### config.mk
export PLATFORM = sky130hd
export DESIGN_NAME = hs_sync_tx_flat
export DESIGN_NICKNAME = d
export VERILOG_FILES = /design/src/rtl/hs_sync_tx_if.sv /design/src/rtl/hs_sync_tx.sv /design/src/flat_wrapper.sv
export SDC_FILE = /design/constraint.sdc
export NUM_CORES = 1
export LEC_CHECK = 0
export CAP_MARGIN = 5
export CORE_MARGIN = 4
export CORE_UTILIZATION = 37
export CTS_CLUSTER_DIAMETER = 30
export DETAILED_ROUTE_END_ITERATION = 8
export GPL_ROUTABILITY_DRIVEN = 0
export PLACE_DENSITY = 0.73
export SLEW_MARGIN = 40
export SYNTH_ARGS = -nofsm -noshare
export SYNTH_HDL_FRONTEND = slang
export SYNTH_SLANG_ARGS = --single-unit
### constraint.sdc
create_clock -name CLK -period 2.98 [get_ports CLK]
set_input_delay 0.894 -clock CLK [delete_from_list [all_inputs] [get_ports CLK]]
set_output_delay 0.894 -clock CLK [all_outputs]
set_load 0.03 [all_outputs]
### src/rtl/hs_sync_tx_if.sv
// Source-side signal bundle of the hs_sync_tx toggle handshake.
// master is the transmitter's view, slave is the producer/destination environment's view.
interface hs_sync_tx_if #(
  parameter int BUS_WIDTH = 8
);
  logic [BUS_WIDTH-1:0] IN_DATA;
  logic                 IN_VALID;
  logic                 IN_READY;
  logic [BUS_WIDTH-1:0] TX_DATA;
  logic                 TX_REQ;
  logic                 TX_ACK;
  logic                 DONE;
  logic                 PROTO_ERR;

  modport master (
    input  IN_DATA, IN_VALID, TX_ACK,
    output IN_READY, TX_DATA, TX_REQ, DONE, PROTO_ERR
  );

  modport slave (
    output IN_DATA, IN_VALID, TX_ACK,
    input  IN_READY, TX_DATA, TX_REQ, DONE, PROTO_ERR
  );
endinterface

### src/rtl/hs_sync_tx.sv
// Source side of a toggle (two-phase) request/acknowledge clock-domain crossing.
// One word is in flight at a time; the returning ACK toggle is synchronized into CLK.
module hs_sync_tx #(
  parameter int BUS_WIDTH  = 8,
  parameter int NUM_STAGES = 2
) (
  input  logic          CLK,
  input  logic          RST,
  hs_sync_tx_if.master  bus
);

  typedef enum logic [0:0] {
    IDLE     = 1'b0,
    WAIT_ACK = 1'b1
  } state_t;

  state_t                state_r;
  state_t                state_nxt_s;
  logic [NUM_STAGES-1:0] ack_sync_r;
  logic                  ack_s;
  logic [BUS_WIDTH-1:0]  tx_data_r;
  logic [BUS_WIDTH-1:0]  tx_data_nxt_s;
  logic                  tx_req_r;
  logic                  tx_req_nxt_s;
  logic                  done_r;
  logic                  done_nxt_s;
  logic                  proto_err_r;
  logic                  proto_err_nxt_s;

  // Only the final synchronizer stage may be observed by any logic.
  assign ack_s = ack_sync_r[NUM_STAGES-1];

  // ACK synchronizer chain.
  always_ff @(posedge CLK or negedge RST) begin
    if (!RST) begin
      ack_sync_r <= '0;
    end else begin
      ack_sync_r <= {ack_sync_r[NUM_STAGES-2:0], bus.TX_ACK};
    end
  end

  // State and registered output storage.
  always_ff @(posedge CLK or negedge RST) begin
    if (!RST) begin
      state_r     <= IDLE;
      tx_data_r   <= '0;
      tx_req_r    <= 1'b0;
      done_r      <= 1'b0;
      proto_err_r <= 1'b0;
    end else begin
      state_r     <= state_nxt_s;
      tx_data_r   <= tx_data_nxt_s;
      tx_req_r    <= tx_req_nxt_s;
      done_r      <= done_nxt_s;
      proto_err_r <= proto_err_nxt_s;
    end
  end

  // Next-state decode.
  always_comb begin
    state_nxt_s = state_r;
    case (state_r)
      IDLE: begin
        if (bus.IN_VALID) begin
          state_nxt_s = WAIT_ACK;
        end else begin
          state_nxt_s = IDLE;
        end
      end
      WAIT_ACK: begin
        // Transfer completes once the synchronized ACK level catches up with REQ.
        if (ack_s == tx_req_r) begin
          state_nxt_s = IDLE;
        end else begin
          state_nxt_s = WAIT_ACK;
        end
      end
      default: state_nxt_s = IDLE;
    endcase
  end

  // Next values for the registered outputs.
  always_comb begin
    tx_data_nxt_s   = tx_data_r;
    tx_req_nxt_s    = tx_req_r;
    done_nxt_s      = 1'b0;
    proto_err_nxt_s = proto_err_r;
    case (state_r)
      IDLE: begin
        if (bus.IN_VALID) begin
          tx_data_nxt_s = bus.IN_DATA;
          tx_req_nxt_s  = ~tx_req_r;
        end else begin
          tx_data_nxt_s = tx_data_r;
          tx_req_nxt_s  = tx_req_r;
        end
        // An ACK level differing from REQ while idle was never requested.
        if (ack_s != tx_req_r) begin
          proto_err_nxt_s = 1'b1;
        end else begin
          proto_err_nxt_s = proto_err_r;
        end
      end
      WAIT_ACK: begin
        if (ack_s == tx_req_r) begin
          done_nxt_s = 1'b1;
        end else begin
          done_nxt_s = 1'b0;
        end
      end
      default: begin
        done_nxt_s = 1'b0;
      end
    endcase
  end

  assign bus.IN_READY  = (state_r == IDLE);
  assign bus.TX_DATA   = tx_data_r;
  assign bus.TX_REQ    = tx_req_r;
  assign bus.DONE      = done_r;
  assign bus.PROTO_ERR = proto_err_r;

endmodule

### src/flat_wrapper.sv
// flat-port wrapper written by rule: the top's interface ports become plain ports
module hs_sync_tx_flat 
#(
  parameter int BUS_WIDTH  = 8,
  parameter int NUM_STAGES = 2
)
  (CLK, RST, bus_IN_DATA, bus_IN_VALID, bus_TX_ACK, bus_IN_READY, bus_TX_DATA, bus_TX_REQ, bus_DONE, bus_PROTO_ERR);
  hs_sync_tx_if #(.BUS_WIDTH(BUS_WIDTH)) bus_i ();
  input  logic CLK;
  input  logic RST;
  input wire logic [$bits(bus_i.IN_DATA)-1:0] bus_IN_DATA;
  input wire logic [$bits(bus_i.IN_VALID)-1:0] bus_IN_VALID;
  input wire logic [$bits(bus_i.TX_ACK)-1:0] bus_TX_ACK;
  output wire logic [$bits(bus_i.IN_READY)-1:0] bus_IN_READY;
  output wire logic [$bits(bus_i.TX_DATA)-1:0] bus_TX_DATA;
  output wire logic [$bits(bus_i.TX_REQ)-1:0] bus_TX_REQ;
  output wire logic [$bits(bus_i.DONE)-1:0] bus_DONE;
  output wire logic [$bits(bus_i.PROTO_ERR)-1:0] bus_PROTO_ERR;
  assign bus_i.IN_DATA = bus_IN_DATA;
  assign bus_i.IN_VALID = bus_IN_VALID;
  assign bus_i.TX_ACK = bus_TX_ACK;
  assign bus_IN_READY = bus_i.IN_READY;
  assign bus_TX_DATA = bus_i.TX_DATA;
  assign bus_TX_REQ = bus_i.TX_REQ;
  assign bus_DONE = bus_i.DONE;
  assign bus_PROTO_ERR = bus_i.PROTO_ERR;
  hs_sync_tx #(.BUS_WIDTH(BUS_WIDTH), .NUM_STAGES(NUM_STAGES)) u_core (.CLK(CLK), .RST(RST), .bus(bus_i));
endmodule
# Word-level counts from Yosys, hierarchy flattened
# Cells that the tools add are included.
# totals
wordCells	17
ff_bits	14
mem_bits_rw	0
n_memories	0
mem_bits_ro	0
latch_bits	0
# classes
multipliers	0
n_addsub	0
div	0
shift	0
reduce_logical	2
bitwise_logic	2
n_eq_ne	2
n_mux	5
order_cmp	0
# ops
operator	n
$mux 1	4
$reduce_and 2->1	2
$not 1->1	2
$pmux 1 s2	1
$eq 1x1->1	1
$ne 1x1->1	1

# Logic depth before layout (Yosys ltp)
# logic_depth
word_depth	3
depth_mapped	3
ltp_nobuf	2

# Least setup slack after synthesis
# Ideal clock, no wire load.
# synth_path
path_type	input port to flip-flop
startpoint	input bus_IN_VALID
endpoint	register u_core.tx_data_r[0] (netlist: u_core.bus.TX_DATA[0])
stages	3
setup_time_ps	125
path_slack_ps	1364
arrival_ps	1491
cell_sequence	nor2b_1 > buf_6 > mux2_4
# synth_between
elab_chain_len	1
# synth_lines
element	line	text
start: declaration	flat_wrapper.sv:12	input wire logic [$bits(bus_i.IN_VALID)-1:0] bus_IN_VALID;
$reduce_and 2->1 (no source line)	n/a	
end signal: assignment	hs_sync_tx.sv:52	tx_data_r <= tx_data_nxt_s;
end: declaration	hs_sync_tx.sv:21	logic [BUS_WIDTH-1:0] tx_data_r;
# Every way passes these cells.
# A chain may end at the register's enable or synchronous reset.

# Final worst setup path
# layout_path
startpoint	register u_core.state_r
endpoint	output bus_IN_READY
# layout_between
elab_chain_len	1
# layout_lines
element	line	text
start: declaration	hs_sync_tx.sv:17	state_t state_r;
start signal: assignment	hs_sync_tx.sv:51	state_r <= state_nxt_s;
$not 1->1 (no source line)	n/a	
end: declaration	flat_wrapper.sv:14	output wire logic [$bits(bus_i.IN_READY)-1:0] bus_IN_READY;
# Every way passes these cells.

==> run_results.csv <==
group,metric,value,unit
power,p_leak,0.361,nW
critical_path,cp.required,2090,ps
synthesis,syn_area_per_cell,17.2,um^2
clock_network,cts_resized,0,
floorplanning,row_count,13,
clock_network,clockBufferDepth,2,
clock_network,cts.sinks,14,
clock_network,cts-hold-fix-buffers,0,
timing,fin_crit_sh,0.783,
critical_path,crit_type,"reg2out",
timing,tightestPinTransition,607,ps
synthesis,synth_top_family_by_area,"multiplexers",
timing,rsz0062_at_grt,"false",
floorplanning,start_util,0.399,
placed_design,dp_hpwl,694,um
timing,maxSlewViolCount,0,
floorplanning,die_h,45.9,um
clock_network,post-cts-setup-buffer-count,0,
critical_path,crit_buf_inv,2,
critical_path,max_stage_delay,660,ps
timing,max_freq,0.429,GHz
synthesis,synthMuxAreaShare,0.226,
cells_and_area,fin_nets,71,
clock_network,numCtsBuffers,3,
grt,gr-total-overflow,0,
critical_path,slowest_stage,"clkdlybuf4s50_1",
clock_network,htree_levels,1,
flow_run,drv_cap,0,
outcome,status,"finished, final reports clean",
synthesis,ys_ff_latch,14,
timing,slew_headroom,0.594,
timing,period_needed,2330,ps
route,drcViolationCount,0,
cells_and_area,fillers,117,
cells_and_area,area_growth,52.9,%
cells_and_area,mostFrequentLayoutCells,"clkdlybuf4s50_1, dfrtp_1, mux2_4",
critical_path,start_kind,"flop",
clock_network,cts_root_buf,"clkbuf_4",
route,met2WireLength,393,um
route,wl,943,um
floorplanning,core_area,0.00133,mm^2
grt,grt_pass1_vias,326,
synthesis,syn-cell-area,532,um^2
timing,setup-tns-final,0,ps
synthesis,synth_compound_area_frac,0.0235,
grt,grt_max_degree,15,
timing,setup_viol,0,
critical_path,crit_fanout,6,
timing,fin_hold_ws,357,ps
route,ant_nets,0,
route,wire_per_inst,12.9,um
timing,final.setup_skew,0.503,ps
power,p_per_area,1140,mW/mm^2
clock_network,clk_pin_slew,80,ps
critical_path,crit_family,"buffers and inverters",
worst_hold_path,min_path_type,"reg2reg",
floorplanning,die_w,45.9,um
floorplanning,num_io_pins,24,
synthesis,netlist_instances,31,
route,vias,320,
power,irDropWorstVdd,0.000577,V
cells_and_area,diodes,0,
grt,grt_util_all_layers,0.0962,
placed_design,io_buffers,23,
clock_network,clkLatencyLatePin,270,ps
synthesis,syn-num-nets,43,
critical_path,cp.arrival,1440,ps
critical_path,worstPathCellList,"inv_1 -> clkdlybuf4s50_1",
route,drt_iter0_drc,1,
floorplanning,dieArea,0.00211,mm^2
route,drtPass1Iterations,2,
synthesis,synth-xor-area-share,0.0329,
grt,grt_antenna_before_repair,0,
critical_path,worstSetupEndpointType,"primary output",
synthesis,yosys.area_share.simple,0.0306,
grt,grt_pass1_wl,1.37,mm
route,vias_per_cell,4.38,
timing,hold_violations,0,
route,dr_wl_met3,98,um
route,highest_layer,"met3",
synthesis,ys_seq_area_frac,0.659,
cells_and_area,final_common_cell,"clkdlybuf4s50_1",
cells_and_area,drive_above_1_share,0.224,
route,wl_met1,451,um
synthesis,synth_fa_ha_area_frac,0,
synthesis,synth_warnings,0,
synthesis,ys_types,11,
clock_network,cts_tree,"done",
[final cells by class]
| cell class | instances | area [um^2] | area share |
|---|---|---|---|
| Multi-Input combinational cell | 15 | 166 | 0.205 |
| Sequential cell | 14 | 350 | 0.431 |
| Clock buffer | 4 | 36.3 | 0.0446 |
| Tap cell | 15 | 18.8 | 0.0231 |
| Timing Repair Buffer | 24 | 238 | 0.292 |
| Inverter | 1 | 3.75 | 0.00462 |
[worst reg2reg max path, cell delays in order, from the launching register on]
cell     delay, ps
dfrtp_1        430
nor2b_1        130
buf_4          220
mux2_4         320
[synthesized netlist by cell type]
| cell | number | area, um^2 |
|---|---|---|
| inv_1 | 1 | 3.75 |
| and2_1 | 1 | 6.26 |
| xnor2_1 | 1 | 8.76 |
| nor2_1 | 1 | 3.75 |
| mux2_4 | 8 | 120 |
| xor2_1 | 1 | 8.76 |
| o21bai_1 | 1 | 7.51 |
| dfrtp_1 | 14 | 350 |
| nor2b_1 | 1 | 6.26 |
| a21oi_1 | 1 | 5.00 |
| buf_6 | 1 | 11.3 |
[state kept, by name, summed over array words and instances, names as in the netlist]
| name | count |
|---|---|
| u_core.ack_sync_r | 2 |
| u_core.bus.DONE | 1 |
| u_core.state_r | 1 |
| u_core.bus.TX_DATA | 8 |
| u_core.bus.TX_REQ | 1 |
| u_core.bus.PROTO_ERR | 1 |
[through the flow]
stage | std cells | power (W) | worst slack, ps | utilization | area, um^2
floorplan | 31 | 0.000612 | 1360 | - | 532
global placement | 69 | 0.000795 | 832 | 0.583 | 777
detailed placement | 69 | 0.000801 | 828 | 0.583 | 777
CTS | 73 | 0.000938 | 633 | 0.610 | 813
global route | 73 | 0.000970 | 569 | 0.610 | 813
finish | 73 | 0.000929 | 647 | 0.610 | 813
[where the power goes]
part | switching, W | leakage (nW) | internal (W)
registers | 0.0000495 | 0.162 | 0.000267
clock network | 0.0000608 | 0.0210 | 0.0000742
logic | 0.000234 | 0.179 | 0.000243
[kinds of logic after synthesis]
kind of cell,count (synthesis)
flops,14
compound gates,2
mux,8
buf+inv,2
xor+xnor,2
simple gates,3
[worst paths after layout]
kind	cells after the start	slack, ps	start	end
hold reg to reg	0	360	u_core.ack_sync_r[0]$_DFF_PN0_	u_core.ack_sync_r[1]$_DFF_PN0_
min in group asynchronous	1	1000	RST	u_core.bus.TX_DATA[0]$_DFFE_PN0P_
max in group asynchronous	1	1600	RST	u_core.bus.TX_DATA[3]$_DFFE_PN0P_
hold / removal	0	360	u_core.ack_sync_r[0]$_DFF_PN0_	u_core.ack_sync_r[1]$_DFF_PN0_
setup / recovery	2	650	u_core.state_r$_DFF_PN0_	bus_IN_READY
setup reg to reg	3	1780	u_core.state_r$_DFF_PN0_	u_core.bus.TX_DATA[3]$_DFFE_PN0P_
[metal layers]
layer | track usage | vias to the layer above
met2 | 0.129 | 15
li1 | - | 158
met4 | 0.0511 | 0
met5 | 0 | -
met3 | 0.0356 | 0
met1 | 0.132 | 147
(Power assumes the default switching activity.)
